`src/rtl/regfile_dump.sv`:
```
// regfile_dump: walks the core register file from FIRST_REG to LAST_REG and
// streams each value out over a valid/ready port, accumulating a 32-bit sum.
//
// Handshake: out_valid is raised in SEND and out_data/out_idx are held
// stable until out_valid && out_ready is seen on a rising clk edge; that edge
// is the transfer. valid never depends on ready.
//
// Ports:
//   clk, rst_n          clock, asynchronous active-low reset
//   start, abort        dump request (IDLE only) / cancel (any non-IDLE state)
//   stall_req/stall_ack freeze request to the core and its acknowledge
//   rf_addr, rf_data    register-file read port (address from a flop)
//   out_valid/ready     output word handshake, out_data/out_idx payload
//   busy, done          not-IDLE flag, one-cycle completion pulse
//   sum                 mod-2^32 sum of the words of the last completed dump
module regfile_dump #(
  parameter int FIRST_REG = 1,
  parameter int LAST_REG  = 31
) (
  input  logic        clk,
  input  logic        rst_n,
  input  logic        start,
  input  logic        abort,
  output logic        stall_req,
  input  logic        stall_ack,
  output logic [4:0]  rf_addr,
  input  logic [31:0] rf_data,
  output logic        out_valid,
  input  logic        out_ready,
  output logic [31:0] out_data,
  output logic [4:0]  out_idx,
  output logic        busy,
  output logic        done,
  output logic [31:0] sum
);

  typedef enum logic [2:0] {
    S_IDLE = 3'd0,
    S_HALT = 3'd1,
    S_READ = 3'd2,
    S_SEND = 3'd3,
    S_DONE = 3'd4
  } state_t;

  state_t      state;
  state_t      state_next;
  logic [31:0] acc;
  logic        launch;
  logic        capture;
  logic        xfer;
  logic        at_last;

  assign launch  = (state == S_IDLE) && start && !abort;
  assign capture = (state == S_READ) && stall_ack && !abort;
  // abort wins over a handshake that lands on the same edge
  assign xfer    = (state == S_SEND) && out_ready && !abort;
  // compared before the increment, so rf_addr never wraps past 31
  assign at_last = (rf_addr == 5'(LAST_REG));

  // state register
  always_ff @(posedge clk or negedge rst_n) begin
    if (!rst_n) state <= S_IDLE;
    else        state <= state_next;
  end

  // next-state logic
  always_comb begin
    state_next = state;
    case (state)
      S_IDLE: if (start && !abort) state_next = S_HALT;
      S_HALT: begin
        if (abort)          state_next = S_IDLE;
        else if (stall_ack) state_next = S_READ;
      end
      S_READ: begin
        if (abort)          state_next = S_IDLE;
        else if (stall_ack) state_next = S_SEND;
        else                state_next = S_HALT;  // core resumed: re-halt, re-read same index
      end
      S_SEND: begin
        // stall_ack is irrelevant here: the word is already captured
        if (abort)          state_next = S_IDLE;
        else if (out_ready) state_next = at_last ? S_DONE : S_READ;
      end
      S_DONE:  state_next = S_IDLE;
      default: state_next = S_IDLE;
    endcase
  end

  // state-decoded outputs
  always_comb begin
    busy      = (state != S_IDLE);
    done      = (state == S_DONE);
    out_valid = (state == S_SEND);
    stall_req = (state == S_HALT) || (state == S_READ) || (state == S_SEND);
  end

  // datapath
  always_ff @(posedge clk or negedge rst_n) begin
    if (!rst_n) begin
      rf_addr  <= 5'd0;
      out_data <= 32'd0;
      out_idx  <= 5'd0;
      acc      <= 32'd0;
      sum      <= 32'd0;
    end else begin
      if (launch) begin
        rf_addr <= 5'(FIRST_REG);
        acc     <= 32'd0;
      end
      if (capture) begin
        out_data <= rf_data;
        out_idx  <= rf_addr;
      end
      if (xfer) begin
        acc <= acc + out_data;
        if (!at_last) rf_addr <= rf_addr + 5'd1;
      end
      // published only when a dump runs to completion
      if ((state == S_DONE) && !abort) sum <= acc;
    end
  end

endmodule

```
`config.mk`:
```
export PLATFORM = sky130hd
export DESIGN_NAME = regfile_dump
export DESIGN_NICKNAME = d
export VERILOG_FILES = /design/src/rtl/regfile_dump.sv
export SDC_FILE = /design/constraint.sdc
export NUM_CORES = 1
export LEC_CHECK = 0
export ABC_AREA = 0
export BUFFER_PORTS_ARGS = -buffer_cell sky130_fd_sc_hd__clkbuf_2
export CAP_MARGIN = 20
export CORE_UTILIZATION = 43
export DETAILED_ROUTE_END_ITERATION = 10
export PLACE_DENSITY = 0.67
export SETUP_SLACK_MARGIN = 0.3
export SYNTH_ARGS = -nofsm -noshare
export SYNTH_HDL_FRONTEND = slang
export SYNTH_SLANG_ARGS = --single-unit
```
`constraint.sdc`:
```
create_clock -name clk -period 2.9 [get_ports clk]
set_input_delay 0.58 -clock clk [delete_from_list [all_inputs] [get_ports clk]]
set_output_delay 0.58 -clock clk [all_outputs]
set_load 0.01 [all_outputs]
```
Word level (Yosys, flattened, before mapping) --
Cells that the tools add are included.
Storage, ports and cells: register bits after elaboration 109, input port bits 38, output and inout bits 78
Cells by class: $add $sub $neg 2, eq/ne operators 8, multiplexer cells 14, reductions and logical operators 15
Operator list (number):
- $mux 32 | 2
- $add 32x32->32 | 1
- $mux 3 | 6
- $mux 5 | 3
- $pmux 3 s4 | 1
- $logic_and 1x1->1 | 8
- $eq 3x2->1 const B | 2
- $add 5x1->5 const B | 1
- $eq 5x5->1 const B | 1
- $mux 2 | 2
- $eq 3x1->1 const B | 1
- $eq 3x3->1 const B | 1
- $logic_not 3->1 | 1
- $ne 3x2->1 const B | 1
- $ne 3x3->1 const B | 1
- $reduce_and 3->1 | 1
- $reduce_bool 3->1 | 1
- $logic_or 1x1->1 | 2
- $ne 2x1->1 const B | 1
- $reduce_bool 2->1 | 1
- $logic_not 1->1 | 1

Depth between registers and ports, before layout --
Gate-level depths: netlist of the first run.
depth after elaboration 6, gate-level depth with buffers 12, depth with buffers taken out 12

Worst setup path before layout of the first run --
OpenSTA, ideal clock, no wires.
path type reg-to-reg, start point register out_data[23], end point register acc[30], setup time 0.131 ns, arrival time 2.265 ns, slack 0.504 ns, cell stages (with the launch flop) 11, path buffers 0, path through dfrtp_1 ha_1 a21o_1 a21o_1 a21o_1 or3_1 a211oi_2 nor3_2 a31oi_1 xor2_1 o21ai_1
Between the ends: word-level cells in the longest chain between the ends 2
Ends and longest elaborated chain:
- from (decl) | RTL line 30 | output logic [31:0] out_data,
- from (signal assigned) | RTL line 112 | out_data <= rf_data;
- $add 32x32->32 | RTL line 116 | acc <= acc + out_data;
- $mux 32 | RTL line 115 | if (xfer) begin
- to (signal assigned) | RTL line 116
- to (decl) | RTL line 47 | logic [31:0] acc;
Every way passes these cells. A chain may end at the register's enable or synchronous reset.

Worst setup path after layout of the first run --
start point register out_data[22], end point register acc[31]
Same word-level chain as after synthesis.

==> impl_results.md, run 1 <==
- DP Area: between 0.006 and 0.007 mm²
- Status: finished clean
- Post-synthesis instance total: 528
- WL per Instance: 15.86 µm
- RSZ-0062 raised after global routing: yes
- Pwr dens: around 570 mW/mm²
- Reg2reg setup slack: around 370 ps
- Mapped Area: between 0.005 and 0.006 mm²
- Worst hold path class: in -> async
- Crit path cell chain: ha_4 > a21oi_2 > o21ai_1 > o41ai_2 > nand2b_1 > o31ai_4 > o2111ai_2 > xor2_1 > o21bai_1 > a22o_1
- Post-layout power: slightly above 4 mW
- Initial Util: 0.4478
- Grt total ovfl: 0
- GRT Util Overall: 0.1966
- Post-CTS Hold Buffers: 0
- Max incr delay on CP: 430 ps
- Final setup TNS: 0 ps
- Die Area: 0.01382 mm²
- Nets@finish: 718
- Core area: around 0.013 mm²
- FMAX: just under 400 MHz
- Post-layout min period: ~2500 ps
- #FFs+latches synth: 109
- Detailed-route wire length: between 10,000 and 15,000 µm
- Reg area: ~0.0027 mm²
- Total leakage power: 3.577 nW
- Unique cell type count in the Yosys netlist: 53
- Yosys top cell by area: dfrtp_1
- Row cnt: between 40 and 50
- Fraction of layout cells with a size suffix above 1: 0.3779
- Crit path DAT: 2780 ps
- Worst skew pair latency: between 300 and 400 ps
- Largest net degree at the start of global routing: 54
- Critical Path Start Type: flip-flop
- Area contributors post-synth: dfrtp_1 47%, mux2_2 12%, ha_1 7.2%, nand2_1 3.6%, a21oi_1 2.9%
- Final hold violation count: 0
- Seq/Total Area, Yosys: 0.4749
- Crit path kind: reg -> reg
- Syn avg cell area: ~11 µm²
- Reg clk slew, reported paths: about 70 ps
- CTS tree: built
- Clk network pwr share: 0.292
- Multi-input logic area: ~0.0031 mm²
- N_diodes: 0
- Final setup violation count: 0
- Comb pwr share: 0.253
- Crit path required time: around 3200 ps
- First-pass GRT wire length: ~22,000 µm
- Worst-path fanout max: 6
- Post-synth top area share: 0.4749
- Initial DRC count: 223
- Critical Path End Type: flip-flop
- Final period util: 0.8728
- Yosys warns: 0
- CP max-delay cell: dfrtp_1
- Cell with the most instances after synthesis: dfrtp_1
- Number of flops mapped to enable cells by yosys: 0
- P_sw: approximately 1.3 mW
- VDD IR max: between 0.2 and 0.3 mV
- Root Driver: clkbuf_16
- Antenna violations before repair: 0
- DP HPWL: ~9500 µm
- Commonest cells in the netlist: 109 x dfrtp_1, 63 x mux2_2, 55 x nand2_1
- Global placer's final weighted congestion: 0.8658
- Port bufs: about 120
- CTS Sinks: 109
- Internal: approximately 2.8 mW
- Worst-Margin Slew: roughly 600 ps
- Slew HR: 0.6011
- Drt drc: 0
- Synth Net Count: 600
- Clk_skew: 11.32 ps
- Die W: about 120 µm
- Ys flop type: dfrtp_1
- Sw Share: 0.3108
- Slew Limit Fails: 0
- Routed Antenna Nets: 0
- First-pass iteration count of the detailed router: 5
- CTS Buf Count: 9
- CTS H-Tree Depth: 3
- DR vias/cell: 5.400
- Synth async-reset ratio: 1.000
- # Max-Cap Violations: 0
- Number of fillers in the final layout: between 1k and 1.5k
- Vias in the first global route: between 4k and 5k
- # IOs: approximately 120
- Die H: around 120 µm
- Layout area overhead: 23.59%
- Final instance area: just over 0.007 mm²
- Clock buffer depth: 2
- Sequential share of power: 0.455
- Routed via count: 4,444
per-stage QoR:
stage	setup slack, ps	hold slack [ps]	utilization	cells
after CTS	300.1	223.6	0.5327	819
final	369.0	212.9	0.5535	823
after detailed placement	197.1	477.5	0.5091	802
after global placement	342.8	470.7	0.5091	802
after floorplan	503.6	284.4	-	528
after global routing	198.0	241.6	0.5535	823
cell families (layout without fill, tap and decap cells):
| group | count (synthesis) | count (layout) | share of synthesized area |
|---|---|---|---|
| fa+ha+maj | 34 | 34 | 0.07538 |
| simple gates | 128 | 128 | 0.1068 |
| flops | 109 | 109 | 0.4749 |
| xor+xnor | 28 | 28 | 0.04270 |
| mux | 71 | 71 | 0.1388 |
| buf+inv | 31 | 154 | 0.02244 |
| compound gates | 127 | 127 | 0.1390 |
cell type report:
cell class                 count  share of cell area
timing repair buffer         127             0.09766
inverter                      11            0.005817
clock inverter                 5            0.004936
clock buffer                  11             0.03561
tap                          172             0.03032
sequential                   109              0.3843
multi-input combinational    388              0.4414
critical path, delay by kind of cell (launching register included):
family	cells	cell delay, ps
AO/OA/AOI/OAI	7	1350
XOR/XNOR	1	210
adder cells (fa/ha/maj)	1	290
flip-flops	1	430
AND/OR/NAND/NOR	1	160
power groups by stage:
| stage | logic, mW | registers (mW) | clock network, mW |
|---|---|---|---|
| 6_report | 1.03 | 1.84 | 1.19 |
| 5_1_grt | 1.12 | 1.87 | 1.28 |
| 4_1_cts | 0.949 | 1.82 | 1.22 |
| 3_5_place_dp | 0.941 | 1.85 | 0 |
| 3_3_place_gp | 0.926 | 1.84 | 0 |
| 2_1_floorplan | 0.563 | 1.87 | 0 |
cells in the final DEF, fill, tap and decap left out, drive strengths merged, types with 11 or more instances in the layout:
cell type,instances
clkbuf,125
dfrtp,109
mux2,69
nand2,55
o21ai,47
a21oi,36
ha,33
nor2,21
xor2,14
a21o,14
xnor2,14
buf,13
inv,11
sequential cells by signal (all words and copies together) (netlist names):
signal,flops
acc,32
rf_addr,5
out_data,32
state,3
sum,32
out_idx,5
repair_timing:
action                                  CTS  global route
endpoints found under the setup margin    4             9
resized for setup                         2            37
hold endpoints to repair                  0             0
pin swaps                                 1            11
cloned                                    0             0
setup buffers                             1             4
layer usage:
| metal | vias up | routed length [µm] | share of wire | global-route usage |
|---|---|---|---|---|
| li1 | 2130 | - | - | - |
| met1 | 2164 | 5728 | 0.44 | 0.2498 |
| met2 | 127 | 6303 | 0.48 | 0.3206 |
| met3 | 23 | 724 | 0.055 | 0.04700 |
| met4 | 0 | 300 | 0.023 | 0.08333 |
| met5 | - | 0 | 0 | 0 |
final timing paths:
| kind | cells past startpoint | end | startpoint |
|---|---|---|---|
| hold / removal | 1 | sum[25] | rst_n |
| hold reg to reg | 1 | sum[23] | sum[23] |
| setup / recovery | 10 | acc[31] | out_data[22] |
| max in group asynchronous | 2 | sum[5] | rst_n |
| setup reg to reg | 10 | acc[31] | out_data[22] |
| min in group clk | 2 | state[0] | abort |
Note: power is estimated with default switching activity, not from simulation.
==> inputs of run 2 (changes only) <==
- SETUP_SLACK_MARGIN: 0.3 -> 0.4
==> impl_results.md, run 2 (synthesis results as in run 1) <==
- Fraction of layout cells with a size suffix above 1: 0.4061 (+0.02818)
- DP Area: 0.006529 mm² (unchanged)
- Drt drc: 0 (unchanged)
- Slew HR: 0.6091 (+0.008006)
- Non-Filler Instances: 832 (+1.1%)
- Crit path DAT: 2670 ps (-110 ps)
- Port bufs: 115 (unchanged)
- Internal: 2.834 mW (+1.4%)
- Detailed-route wire length: 13,190 µm (+1.0%)
- Sw Share: 0.3110 (about the same)
- DR vias/cell: 5.370 (-0.55%)
- Worst skew pair latency: 360 ps (about the same)
- CTS tree: built
- GRT Util Overall: 0.1982 (+0.001586)
- Pwr dens: 566.6 mW/mm² (-0.84%)
- # IOs: 116 (unchanged)
- Biggest regs: acc: 32 flops, out_data: 32 flops, sum: 32 flops
- VDD IR max: 0.2684 mV (+0.29%)
- Largest net degree at the start of global routing: 54 (unchanged)
- Core Util, Final: 0.5660 (+0.01259)
- Max incr delay on CP: 410 ps (-20 ps)
- First-pass GRT wire length: 22,200 µm (+0.82%)
- N_diodes: 0 (unchanged)
- Routed via count: 4,468 (+0.54%)
- PnR worst setup slack: 484.8 ps (+115.8 ps)
- FMAX: 414.0 MHz (+4.8%)
- Initial Util: 0.4478 (unchanged)
- Clock buffer depth: 2 (unchanged)
- Vias in the first global route: 4,585 (+1.4%)
- Critical Path Start Type: flip-flop
- Routed Antenna Nets: 0 (unchanged)
- Post-layout power: 4.113 mW (+1.4%)
- Commonest non-fill, non-tap cell in the layout: clkbuf_2
- Grt total ovfl: 0 (unchanged)
- Crit path kind: reg -> reg
- Number of fillers in the final layout: 1,125 (-0.88%)
- Top delay family on crit path: compound AO/OA/AOI/OAI gates
- Pre-CTS WS: 197.1 ps (unchanged)
- Die W: 117.6 µm (unchanged)
- CTS H-Tree Depth: 3 (unchanged)
- Worst-path fanout max: 4 (-2)
- Total leakage power: 3.622 nW (+1.3%)
- Nets@finish: 727 (+1.3%)
- Worst hold path class: in -> async
- Critical Path End Type: flip-flop
- Slew Limit Fails: 0 (unchanged)
- CTS Sinks: 109 (unchanged)
- Final setup TNS: 0 ps (unchanged)
- Initial DRC count: 212 (-4.9%)
- Root Driver: clkbuf_16
- Clk network pwr share: 0.288 (-0.004)
- Sequential share of power: 0.450 (-0.005)
- Layout area overhead: 26.41%
- Antenna violations before repair: 0 (unchanged)
- CTS Buf Count: 9 (unchanged)
- Global placer's final weighted congestion: 0.8658 (unchanged)
- Crit path cell chain: ha_1 > a21o_1 > and4_1 > o21ai_2 > a211oi_4 > o31ai_4 > o2111ai_2 > xor2_1 > o21bai_1 > a22o_1
- WL per Instance: 15.85 µm (about the same)
- Crit path required time: 3150 ps (about the same)
- Post-layout min period: 2415 ps (-115.8 ps)
- DP HPWL: 9521 µm (unchanged)
- Final hold violation count: 0 (unchanged)
- Final setup violation count: 0 (unchanged)
- Most frequent cells in the layout: 114 x clkbuf_2, 109 x dfrtp_1, 63 x mux2_2
- Reg clk slew, reported paths: 70 ps (about the same)
- # Max-Cap Violations: 0 (unchanged)
- WP buf/inv: 0 (unchanged)
- Core area: 0.01282 mm² (unchanged)
- CP max-delay cell: dfrtp_1
- Row cnt: 41 (unchanged)
- First-pass iteration count of the detailed router: 4 (-1)
- Comb pwr share: 0.263 (+0.010)
- Die H: 117.6 µm (unchanged)
- Inst Count DP: 802 (unchanged)
- Worst hold slack: 212.1 ps (-0.7660 ps)
- Worst-Margin Slew: 585.7 ps (-12.00 ps)
- RSZ-0062 raised after global routing: yes
- Final period util: 0.8328 (-0.03993)
- Die Area: 0.01382 mm² (unchanged)
- Final instance area: 0.007259 mm² (+2.3%)
- Clk_skew: 11.48 ps (+0.1598 ps)
- Status: finished clean
- P_sw: 1.279 mW (+1.5%)
==> run 2: cell types whose count changed in the layout (fill, tap and decap cells not counted), sizes merged <==
cell  before  now
buf       13   22
==> run 2: worst register-to-register path, stage by stage, from the launching register on <==
cell       delay [ps]
dfrtp_1           410
ha_1              300
a21o_1            200
and4_1            240
o21ai_2           210
a211oi_4          110
o31ai_4           220
o2111ai_2         140
xor2_1            210
o21bai_1           80
a22o_1            190
==> run 2: power by group through the flow <==
| stage | sequential [mW] | combinational (mW) | clock (mW) |
|---|---|---|---|
| after floorplan | 1.87 | 0.563 | 0 |
| after global placement | 1.84 | 0.926 | 0 |
| after detailed placement | 1.85 | 0.941 | 0 |
| after CTS | 1.83 | 0.967 | 1.22 |
| after global routing | 1.88 | 1.18 | 1.28 |
| final | 1.85 | 1.08 | 1.18 |
==> run 2: final timing paths <==
check	from	end	slack, ps	depth (start not counted)
worst max-delay path	out_data[1]	acc[31]	480	10
worst min-delay path	rst_n	sum[25]	210	1
worst max register to register	out_data[1]	acc[31]	480	10
worst min register to register	sum[23]	sum[23]	490	1
max in group asynchronous	rst_n	sum[5]	2020	2
min in group clk	abort	state[0]	440	2
==> run 2: area by class of cell <==
class                           count  area (µm²)  area share
Timing Repair Buffer              136       760.7      0.1048
Multi-Input combinational cell    388        3227      0.4445
Sequential cell                   109        2728      0.3757
Clock inverter                      5       35.03    0.004826
Inverter                           11       41.29    0.005688
Clock buffer                       11       252.7     0.03482
Tap cell                          172       215.2     0.02964
==> run 2: what timing repair did <==
item / in CTS / in global routing
hold buffers: 0 / 0
pin swaps: 5 / 24
hold endpoints to repair: 0 / 0
setup buffers: 5 / 9
setup endpoints to repair: 8 / 9
resized for setup: 12 / 42
==> run 2: per-layer routing <==
metal,global-route usage,wire (µm),vias up
li1,-,-,2145
met4,0.08574,302,0
met5,0,0,-
met1,0.2491,5848,2179
met2,0.3254,6356,121
met3,0.04748,678,23
==> inputs of run 3 (changes only) <==
- ABC_AREA: 0 -> 1
- PLACE_DENSITY: 0.67 -> 0.68
- clock period: 2.9 -> 2.1 ns (I/O delays scaled with it)
==> impl_results.md, run 3 <==
- Commonest cells in the netlist: 384 x nand2_1, 153 x inv_1, 109 x dfrtp_1
- Vias in the first global route: 6,085 (+33%)
- Post-synth top area share: 0.4127 (-0.06222)
- PnR worst setup slack: 247.0 ps (-237.8 ps)
- DR vias/cell: 5.005 (-6.8%)
- Mapped Area: 0.006609 mm² (+15%)
- Antenna violations before repair: 0 (unchanged)
- Nets@finish: 1,186 (+63%)
- Synth Net Count: 1,004 (+67%)
- Sequential share of power: 0.342 (-0.108)
- Final period util: 0.8824 (+0.04956)
- Hold path cells: 3
- Internal: 5.326 mW (+88%)
- # IOs: 116 (unchanged)
- Clock buffer depth: 2 (unchanged)
- Routed Antenna Nets: 0 (unchanged)
- Worst skew pair latency: 370 ps (about the same)
- CTS tree: built
- GRT Util Overall: 0.2429 (+0.04463)
- Final setup TNS: 0 ps (unchanged)
- Sw Share: 0.4089 (+0.09788)
- Syn avg cell area: 7.091 µm² (-35%)
- Detailed-route wire length: 19,650 µm (+49%)
- Biggest regs: acc: 32 flops, out_data: 32 flops, sum: 32 flops
- Initial DRC count: 365 (+72%)
- CTS Buf Count: 9 (unchanged)
- Crit path required time: 2340 ps (-810 ps)
- Crit path kind: reg -> reg
- Ys flop type: dfrtp_1
- Total leakage power: 5.122 nW (+41%)
- Fraction of layout cells with a size suffix above 1: 0.3691 (-0.03698)
- Core area: 0.01475 mm² (+15%)
- Global placer's final weighted congestion: 0.9226 (+6.6%)
- Worst hold slack: 254.0 ps (+41.90 ps)
- Grt total ovfl: 0 (unchanged)
- Cell with the most instances after synthesis: nand2_1
- DP HPWL: 13,220 µm (+39%)
- Pre-CTS WS: 74.42 ps (-122.7 ps)
- CTS H-Tree Depth: 3 (unchanged)
- Commonest non-fill, non-tap cell in the layout: nand2_1
- Worst hold path startpoint: rf_data[18]
- Status: finished clean
- Critical R2R Capture: acc[12]
- Largest net degree at the start of global routing: 49 (-9.3%)
- Worst hold path class: in -> reg
- Yosys warns: 0 (unchanged)
- Unique cell type count in the Yosys netlist: 35 (-34%)
- Pwr dens: 979.4 mW/mm² (+73%)
- Row cnt: 44 (+7.3%)
- CTS Sinks: 109 (unchanged)
- Reg2reg setup slack: 250 ps (-240 ps)
- Reg area: 0.002738 mm² (+0.37%)
- Comb pwr share: 0.471 (+0.208)
- Worst-path fanout max: 3 (-1)
- Slew HR: 0.6717 (+0.06254)
- Synth async-reset ratio: 1.000 (unchanged)
- Yosys top cell by area: dfrtp_1
- Most frequent cells in the layout: 314 x nand2_1, 139 x inv_1, 113 x clkbuf_2
- Slew Limit Fails: 0 (unchanged)
- WL per Instance: 15.08 µm (-4.8%)
- Area contributors post-synth: dfrtp_1 41%, nand2_1 22%, inv_1 8.7%, ha_1 6.2%, nand3_1 3.4%
- First-pass iteration count of the detailed router: 7 (+3)
- Clk_skew: 14.81 ps (+3.331 ps)
- Routed via count: 6,522 (+46%)
- FMAX: 539.7 MHz (+30%)
- Post-layout min period: 1853 ps (-562.2 ps)
- Final hold violation count: 0 (unchanged)
- Die Area: 0.01587 mm² (+15%)
- VDD IR max: 0.5668 mV (+110%)
- Crit path DAT: 2100 ps (-570 ps)
- Multi-input logic area: 0.004131 mm² (+28%)
- Root Driver: clkbuf_16
- Critical Path Start Type: flip-flop
- Hold worst-path end: out_data[18]
- Critical Path End Type: flip-flop
- Worst-Margin Slew: 492.5 ps (-93.18 ps)
- Post-synthesis instance total: 932 (+77%)
- Clk network pwr share: 0.187 (-0.101)
- Port bufs: 115 (unchanged)
- Final setup violation count: 0 (unchanged)
- Cell depth of the worst flop-to-flop path: 12 (+2)
- First-pass GRT wire length: 30,160 µm (+36%)
- P_sw: 3.684 mW (+190%)
- N_diodes: 0 (unchanged)
- Reg clk slew, reported paths: 80 ps (about the same)
- #FFs+latches synth: 109 (unchanged)
- Drt drc: 0 (unchanged)
- Layout area overhead: 39.19%
- Die H: 126.0 µm (+7.2%)
- Number of fillers in the final layout: 1,293 (+15%)
- # Max-Cap Violations: 0 (unchanged)
- Die W: 126.0 µm (+7.2%)
- RSZ-0062 raised after global routing: yes
- Seq/Total Area, Yosys: 0.4127 (-0.06222)
- Initial Util: 0.4479 (about the same)
- Number of flops mapped to enable cells by yosys: 0 (unchanged)
- R2r startpoint: out_data[0]
run 3: cell types whose count changed in the layout (fill, tap and decap cells not counted), sizes merged, moves of 8 or more:
cell   delta
and3      -8
nor2     +29
xor2     -12
xnor2    -11
mux2     -55
a21o     -13
nand3    +37
nand2   +335
buf      +51
inv     +150
run 3: timing repair:
item | CTS | global route
endpoints found under the hold margin | 18 | 0
hold buffers | 1 | 0
setup endpoints to repair | 27 | 75
gates resized for setup | 92 | 149
pin swaps | 17 | 45
buffers inserted | 29 | 32
run 3: kinds of logic after synthesis:
kind of cell               share of synthesized area
AOI/OAI and AO/OA                            0.07516
and+or+nand+nor                               0.3044
adders and majority gates                    0.06551
DFF                                           0.4127
buffers and inverters                         0.1060
muxes                                        0.02953
xor gates and xnor gates                    0.006627
run 3: per-stage QoR:
stage | area [µm²] | instances | total power [mW] | utilization
CTS | 8476 | 1271 | 8.291 | 0.5745
detailed placement | 7456 | 1225 | 5.701 | 0.5053
global route | 9199 | 1303 | 9.547 | 0.6235
global placement | 7456 | 1225 | 5.656 | 0.5053
floorplan | 6639 | 932 | 4.700 | -
finish | 9199 | 1303 | 9.010 | 0.6235
run 3: how the worst max path moves through the flow:
stage / endpoint / slack (ps) / start
floorplan: acc[16] / 360 / out_data[0]
global placement: acc[23] / 70 / out_data[3]
detailed placement: acc[20] / 70 / out_data[0]
CTS: acc[20] / 240 / out_data[0]
global route: acc[26] / 120 / acc[5]
finish: acc[12] / 250 / out_data[0]
run 3: critical path: stages (launching register included):
cell and delay, ps:
dfrtp_1 430, ha_4 160, inv_2 30, fa_2 340, inv_2 110, nand3_2 90
nand3_4 100, nand2_4 60, nand3_4 80, buf_6 110, a21oi_1 60, o21ai_1 80
o21ai_1 80
run 3: layout make-up:
type | instances | area share
flip-flops and latches | 109 | 0.2976
well taps | 184 | 0.02503
clock inverters | 6 | 0.005985
multi-input cells | 649 | 0.4491
clock buffers | 10 | 0.02489
inverters | 158 | 0.06638
repair buffers | 187 | 0.1310
run 3: power by group through the flow:
stage               clock network [mW]  logic, mW  registers [mW]
detailed placement                   0       2.71            2.99
floorplan                            0       1.65            3.05
CTS                               1.71       3.52            3.06
global route                      1.79       4.63            3.13
global placement                     0       2.68            2.97
finish                            1.69       4.24            3.08
run 3: metal layers:
metal / wire length [µm] / up-vias / track usage
li1: - / 3239 / -
met1: 8903 / 3028 / 0.3319
met2: 9097 / 208 / 0.3981
met3: 1048 / 47 / 0.03611
met4: 605 / 0 / 0.07442
met5: 0 / - / 0
